$ cat config.mk
export PLATFORM = sky130hd
export DESIGN_NAME = demux_wr
export DESIGN_NICKNAME = d
export VERILOG_FILES = /design/src/rtl/demux_wr.sv
export SDC_FILE = /design/constraint.sdc
export NUM_CORES = 1
export LEC_CHECK = 0
export CAP_MARGIN = 20
export CELL_PAD_IN_SITES_DETAIL_PLACEMENT = 0
export CELL_PAD_IN_SITES_GLOBAL_PLACEMENT = 1
export CORE_UTILIZATION = 42
export CTS_CLUSTER_SIZE = 30
export DETAILED_ROUTE_END_ITERATION = 12
export PLACE_DENSITY = 0.89
export SLEW_MARGIN = 20
export SYNTH_ARGS = -nofsm -noshare
export SYNTH_HDL_FRONTEND = slang
export SYNTH_SLANG_ARGS = --single-unit
$ cat constraint.sdc
create_clock -name clk -period 6.1 [get_ports clk]
set_clock_uncertainty 0.1 [all_clocks]
set_input_delay 1.525 -clock clk [delete_from_list [all_inputs] [get_ports clk]]
set_output_delay 1.525 -clock clk [all_outputs]
set_load 0.05 [all_outputs]
$ cat src/rtl/demux_wr.sv
// Write-side demux: routes din into one of eight holding registers, singly or as an
// auto-incrementing burst, with per-slot valid flags and a busy/done handshake.
module demux_wr #(
  parameter int WIDTH = 16
) (
  input  logic             clk,
  input  logic             rst_n,
  input  logic             write,
  input  logic             burst,
  input  logic [2:0]       s,
  input  logic [2:0]       len,
  input  logic             clear,
  input  logic [WIDTH-1:0] din,
  output logic [WIDTH-1:0] a,
  output logic [WIDTH-1:0] b,
  output logic [WIDTH-1:0] c,
  output logic [WIDTH-1:0] d,
  output logic [WIDTH-1:0] e,
  output logic [WIDTH-1:0] f,
  output logic [WIDTH-1:0] g,
  output logic [WIDTH-1:0] h,
  output logic [7:0]       valid,
  output logic             busy,
  output logic             done
);

  typedef enum logic [1:0] {IDLE, BURST, DONE} state_e;

  state_e                 state_q, state_d;
  logic [7:0][WIDTH-1:0]  slot_q, slot_d;
  logic [7:0]             valid_q, valid_d;
  logic [2:0]             ptr_q, ptr_d;
  logic [2:0]             cnt_q, cnt_d;
  logic                   busy_q, busy_d;
  logic                   done_q, done_d;
  logic                   wr_en;
  logic [2:0]             wr_idx;

  always_comb begin
    state_d = state_q;
    ptr_d   = ptr_q;
    cnt_d   = cnt_q;
    wr_en   = 1'b0;
    wr_idx  = ptr_q;
    case (state_q)
      IDLE: begin
        if (write) begin
          wr_en  = 1'b1;
          wr_idx = s;
          if (burst) begin
            ptr_d   = s + 3'd1;
            cnt_d   = len;
            state_d = (len == 3'd0) ? DONE : BURST;
          end
        end
      end
      BURST: begin
        // write low stalls: ptr and cnt hold until the writer resumes
        if (write) begin
          wr_en  = 1'b1;
          wr_idx = ptr_q;
          ptr_d  = ptr_q + 3'd1;
          cnt_d  = cnt_q - 3'd1;
          if (cnt_q == 3'd1) state_d = DONE;
        end
      end
      DONE:    state_d = IDLE;
      default: state_d = IDLE;
    endcase

    slot_d  = slot_q;
    // a same-edge write wins over clear for its own slot
    valid_d = clear ? 8'h00 : valid_q;
    if (wr_en) begin
      slot_d[wr_idx]  = din;
      valid_d[wr_idx] = 1'b1;
    end

    busy_d = (state_d == BURST);
    done_d = (state_d == DONE);
  end

  always_ff @(posedge clk or negedge rst_n) begin
    if (!rst_n) begin
      state_q <= IDLE;
      slot_q  <= '0;
      valid_q <= '0;
      ptr_q   <= '0;
      cnt_q   <= '0;
      busy_q  <= 1'b0;
      done_q  <= 1'b0;
    end else begin
      state_q <= state_d;
      slot_q  <= slot_d;
      valid_q <= valid_d;
      ptr_q   <= ptr_d;
      cnt_q   <= cnt_d;
      busy_q  <= busy_d;
      done_q  <= done_d;
    end
  end

  assign a     = slot_q[0];
  assign b     = slot_q[1];
  assign c     = slot_q[2];
  assign d     = slot_q[3];
  assign e     = slot_q[4];
  assign f     = slot_q[5];
  assign g     = slot_q[6];
  assign h     = slot_q[7];
  assign valid = valid_q;
  assign busy  = busy_q;
  assign done  = done_q;

endmodule

* Word-level counts from Yosys, hierarchy flattened *
Index checks and enable logic that the tools add are counted.
Widths: inputs -> output; s select.

storage, ports and cells
  logic and storage cells = 58
  output and inout port bits = 138
  input port bits = 27
  flip-flop bits (word level) = 146

cells by class
  muxes and demuxes = 25
  add/sub/neg operators = 3
  equality and inequality tests = 7
  magnitude comparators = 2
  reduce and logical (&&, ||, !) cells = 6
  bitwise logic cells = 1

operators with widths
  cell                 count
  $bwmux 128           1
  $demux 16 s3         1
  $mux 3               8
  $mux 16              1
  $mux 8               2
  $pmux 3 s2           2
  $mux 2               5
  $or 8x8->8           1
  $add 3x1->3 const B  2
  $ne 2x2->1 const B   3
  $eq 2x1->1 const B   2
  $lt 3x4->1 const B   1
  $pmux 2 s2           1
  $reduce_and 4->1     1
  $demux 1 s3          1
  $eq 3x1->1 const B   1
  $ge 3x1->1 const B   1
  $logic_not 3->1      1
  $mux 1               3
  $sub 3x1->3 const B  1
  $eq 2x2->1 const B   1
  $logic_not 2->1      1
  $reduce_bool 2->1    1
  $reduce_or 2->1      1
  $logic_and 1x1->1    1

* Logic depth before layout (Yosys ltp) *
Gate-level depths: netlist of the first run.

  depth after elaboration = 8
  depth in mapped cells = 8
  mapped depth without buffers = 6

* Worst setup path before layout of the first run *
OpenSTA, ideal clock, no wires.

  path type = input to register
  start point = input write
  end point = register slot_q, in the netlist a[10]
  data required time = 5.875 ns
  setup time = 0.125 ns
  cell stages on the path = 5
  arrival time = 2.809 ns
  buffers on the path = 1
  slack = 3.066 ns
  cells stage by stage = nor3b_4 mux2i_1 nor3_4 buf_8 mux2_4

between the ends
  cells in the longest elaborated chain, start to end = 7
  elaborated cells between the ends (all ways) = 10
  classes of those cells = order compare (2); mux (7); reduce/logical (1)

RTL lines
  element                                                                RTL line  text
  start: declaration                                                     8         input logic write,
  $mux 3                                                                 47        if (write) begin
  $mux 3                                                                 n/a
  $lt 3x4->1 (implied by the code) / $ge 3x1->1 (equally long branches)  75        slot_d[wr_idx] = din;
  $logic_and 1x1->1 (implied by the code)                                75
  $mux 16 (implied by the code)                                          75
  $demux 16 s3                                                           75
  $bwmux 128                                                             75
  end signal: assignment                                                 94        slot_q <= slot_d;
  end: declaration                                                       30        logic [7:0][WIDTH-1:0] slot_q, slot_d;

Several ways; a longest one is shown, not always the timed one.
A chain may end at the register's enable or synchronous reset.

* Final worst setup path of the first run *
  start point = input write
  end point = register slot_q, in the netlist a[4]

The elaborated chain is that of the path after synthesis.

==> results of run 1 <==
## cell type report
class,instances,share of cell area
multi-input combinational,202,0.2464
clock buffer,22,0.05817
timing repair buffer,166,0.2034
inverter,9,0.004144
sequential,146,0.4482
clock inverter,9,0.01274
tap,176,0.02701
## path summary, 6_finish.rpt
check | start | end | slack [ns] | cells after the start
worst min register to register | valid[1] | valid[1] | 0.38 | 1
min in group asynchronous | rst_n | c[0] | 1.11 | 1
worst max-delay path | write | a[4] | 2.39 | 5
worst min-delay path | valid[1] | valid[1] | 0.38 | 1
max in group asynchronous | rst_n | d[8] | 3.66 | 2
worst max register to register | state_q[0] | a[4] | 3.51 | 4
## routing by layer
layer / up-vias / routed length [um] / track usage
met4: 0 / 136 / 0.07031
li1: 1651 / - / -
met1: 1867 / 6069 / 0.2674
met2: 126 / 6528 / 0.3212
met3: 12 / 1131 / 0.08621
met5: - / 0 / 0
## cells by family after synthesis
logic type / count (synthesis) / share of synthesized area
compound gates: 22 / 0.02294
fa+ha+maj: 3 / 0.006493
buf+inv: 21 / 0.02078
flops: 146 / 0.6319
mux: 138 / 0.2792
simple gates: 39 / 0.03874
## critical path, stage by stage
cell and delay, ns:
clkdlybuf4s50_1 0.55, nor3b_4 0.33, mux2i_1 0.23, nor3_4 0.84
mux2_2 0.44
## flip-flops by register name, summed over array words and instances, names as in the netlist
register,flops
a,16
e,16
b,16
c,16
cnt_q,3
f,16
g,16
busy,1
ptr_q,3
h,16
done,1
valid,8
d,16
state_q,2
## layout by cell type (no fill, tap or decap), drive strengths merged
cell type	count
o21ai	11
inv	10
nor3b	2
clkinvlp	2
mux2	132
nor2	13
o311a	1
or2	1
a21oi	4
buf	3
nor4	1
ha	3
nor3	2
nor2b	1
nand3	1
o211ai	1
clkbuf	22
bufinv	2
nand4b	1
dfrtp	146
a21o	2
a211oi	1
nand2b	7
a311oi	2
clkdlybuf4s50	163
clkinv	4
nand2	10
mux2i	6
## per-stage QoR
stage / util / std cells / cell area (um2) / worst slack (ns)
2_1_floorplan: - / 369 / 5782 / 3.066
3_3_place_gp: 0.5674 / 699 / 7574 / 2.020
3_5_place_dp: 0.5674 / 699 / 7574 / 1.957
4_1_cts: 0.6107 / 730 / 8152 / 2.392
5_1_grt: 0.6107 / 730 / 8152 / 2.262
6_report: 0.6107 / 730 / 8152 / 2.387
==> flow_summary.yaml, run 1 <==
cells_and_area:
  drive_above_1_share: 0.2996
  multi_input_area_mm2: 0.002008
  fillerInstances: 1052
  antenna_cells: 0
  nets: 572
  area_delta_synth_final_pct: 40.99
  regArea_mm2: 0.003654
timing:
  rsz0062_at_grt: "no"
  min_period_over_period: 0.6087
  hold_viol_final: 0
  slew_headroom: 0.3040
  worstMarginPinSlew_ns: 1.041
  whs_ns: 0.3768
  fin_tns_setup_ns: 0
  layout_min_cycle_time_ns: 3.713
  setup_viol: 0
  drv_slew: 0
  max_freq_mhz: 269.3
drt:
  firstDrtPassIters: 6
  wirelength_mm: 13.87
  viasPerCell: 5.008
  route.vias.total: 3656
  drtAntennaViolNets: 0
  drc: 0
  wire_per_inst_um: 18.99
  drtIter0Drc: 166
die:
  die-area_mm2: 0.01424
  die_y_um: 119.3
  initial_core_util: 0.4332
  fp.coreArea_mm2: 0.01335
  die_w_um: 119.3
  rows: 42
  ioPinCount: 165
hold_path:
  min-delay-path-class: "flip-flop to flip-flop"
logic_synthesis:
  synthArstFlopShare: 1.000
  synth_nets: 399
  synth_cell_types: 31
  yosys.cell_count.top_type: "dfrtp_1"
  synth_seq_cells: 146
  synth_area_leaders: "dfrtp_1, mux2_2, mux2_4"
  synth_edf_count: 0
  synth_top_cell_by_area: "dfrtp_1"
  synth_area_mm2: 0.005782
  netlist_instances: 369
  synth_seq_area_share: 0.6319
  synth_area_per_cell_um2: 15.67
  yosysWarnings: 0
  synth_top_area_frac: 0.6319
  synth-main-ff-cell: "dfrtp_1"
  synthTopCellsByCount: "dfrtp_1, mux2_2, mux2_4"
clock_network:
  postCtsSetupBuffers: 0
  cts_root_buf: "clkbuf_16"
  cts_made_buffers: 17
  cts_tree: "built"
  numClockSinks: 146
  cts_hold_buffers: 0
  clockBufferDepth: 2
  clock_latency_ns: 0.42
  cts-htree-levels: 4
  cts.clk_slew.worst_paths_ns: 0.06
  cts-resized-gates: 0
worst_setup_path:
  worstPathArrival_ns: 3.92
  endpoint_kind: "flip-flop"
  start_kind: "primary input"
  crit_required_ns: 6.30
  path_class: "primary input to flip-flop"
  crit_fanout: 17
run_status:
  status: "completed"
grt:
  grt_start_max_net_pins: 106
  overflow: 0
  grt_pass1_vias: 3848
  grt_pass1_wl_mm: 22.09
  antenna_found_initial: 0
  track_usage: 0.2091
place:
  gp_congestion: 0.7521
  dpl.hpwl_mm: 9.203
  port_buffers: 164
run:
  maxCapViolations: 0
Power of run 1 is not shown: default switching activity piles up to over one toggle a cycle in this logic, so the estimate is an artifact.
==> run 2, diff against run 1 <==
Settings changed: CORE_UTILIZATION 42 to 39, PLACE_DENSITY 0.89 to 0.83.
Clock period 6.1 ns to 3.7 ns, I/O delays scaled along.
==> run 2 against run 1 <==
Sequential share of layout area down 0.57 points. Sequential cell count unchanged. Non-clock buffer count increased by 8. Final cell count rose by 2.3%. Worst hold slack got worse by 0.032 ns. Via count increased by 1.4%. Critical path depth unchanged. Critical endpoint is now b[2]. Largest cell class unchanged.
==> flow_summary.yaml, run 2 (same netlist as run 1, synthesis figures left out) <==
clock_network:
  cts-htree-levels: 4
  cts_made_buffers: 17
  clockBufferDepth: 2
  cts.clk_slew.worst_paths_ns: 0.06
  cts_root_buf: "clkbuf_16"
  cts_tree: "built"
  numClockSinks: 146
  postCtsSetupBuffers: 0
  cts_hold_buffers: 0
  cts-resized-gates: 0
  clock_latency_ns: 0.41
worst_setup_path:
  path_class: "primary input to flip-flop"
  ff2ff_setup_slack_ns: 1.11
  crit_slowest_cell: "nor3_4"
  crit_family: "simple AND/OR/NAND/NOR gates"
  timing.critical_path.buf_inv: 1
  reg2reg_depth: 4
  r2r_end: "b[2]"
  crit_required_ns: 3.90
  path_cells: "clkdlybuf4s50_1 > nor3b_4 > mux2i_1 > nor3_4 > mux2_2"
  critical_path.max_stage_delay_ns: 0.83
  worstPathArrival_ns: 3.34
  crit_fanout: 17
  endpoint_kind: "flip-flop"
  timing.rr.start: "state_q[0]"
  start_kind: "primary input"
die:
  die_y_um: 123.8
  fp.coreArea_mm2: 0.01448
  ioPinCount: 165
  die_w_um: 123.8
  die-area_mm2: 0.01532
  initial_core_util: 0.3993
  rows: 44
hold_path:
  min-delay-path-class: "primary input to async pin"
drt:
  wire_per_inst_um: 19.41
  drc: 0
  wirelength_mm: 14.50
  drtIter0Drc: 128
  viasPerCell: 4.964
  firstDrtPassIters: 4
  drtAntennaViolNets: 0
  route.vias.total: 3708
timing:
  max_freq_mhz: 318.2
  fin_tns_setup_ns: 0
  slew_headroom: 0.3009
  min_period_over_period: 0.8495
  setup_viol: 0
  worstMarginPinSlew_ns: 1.045
  layout_min_cycle_time_ns: 3.143
  rsz0062_at_grt: "no"
  drv_slew: 0
  hold_viol_final: 0
grt:
  grt_start_max_net_pins: 62
  use_met3: 0.07418
  overflow: 0
  grt_pass1_vias: 3839
  track_usage: 0.2028
  grt_pass1_wl_mm: 22.33
  grtUsageMet2: 0.3257
  met1_usage: 0.2531
  antenna_found_initial: 0
  top_usage_layer: "met2"
place:
  dpl.cell_count: 715
  gp_congestion: 0.7520
  port_buffers: 164
  dpl.hpwl_mm: 10.26
cells_and_area:
  layout_common_cells: "clkdlybuf4s50_1, dfrtp_1, mux2_2, mux2_4, clkbuf_16"
  nets: 580
  fin_cells: 747
  antenna_cells: 0
  layout_commonest_cell: "clkdlybuf4s50_1"
  drive_above_1_share: 0.3091
  area_delta_synth_final_pct: 42.80
run:
  maxCapViolations: 0
run_status:
  status: "completed"
==> run 2: worst reg2reg max path, cell delays in order, from the launching register on <==
cell,delay [ns]
dfrtp_1,0.51
nor3b_4,0.38
mux2i_1,0.23
nor3_4,0.83
mux2_2,0.43
==> run 2: per-stage QoR <==
stage | hold slack [ns] | cell area (um2) | util | worst slack, ns
after global placement | 0.3618 | 7669 | 0.5296 | 0.2089
after detailed placement | 0.3805 | 7669 | 0.5296 | 0.09879
after CTS | 0.3528 | 8257 | 0.5703 | 0.5471
after floorplan | 0.3833 | 5782 | - | 1.266
after global routing | 0.3721 | 8257 | 0.5703 | 0.4205
final | 0.3450 | 8257 | 0.5703 | 0.5569
==> run 2: final cells by class <==
class                   instances  area [um2]
repair buffers                174        1743
inverters                       9       33.78
fillers                      1163        6222
clock buffers                  22       464.2
well taps                     184       230.2
multi-input cells             202        2008
flip-flops and latches        146        3654
clock inverters                10       123.9
==> run 2: worst max-delay path by stage <==
stage / startpoint / to / slack, ns / cells past startpoint
3_3_place_gp: write / b[3] / 0.21 / 5
3_5_place_dp: write / b[0] / 0.1 / 5
2_1_floorplan: write / a[10] / 1.27 / 5
6_report: write / b[2] / 0.56 / 5
5_1_grt: write / b[1] / 0.42 / 5
4_1_cts: write / b[0] / 0.55 / 5
==> run 2: per-layer routing <==
layer | up-vias | share of wire
met4 | 0 | 0.014
met2 | 121 | 0.49
met5 | - | 0
li1 | 1663 | -
met1 | 1909 | 0.42
met3 | 15 | 0.069
Power of run 2 is left out for the same reason.
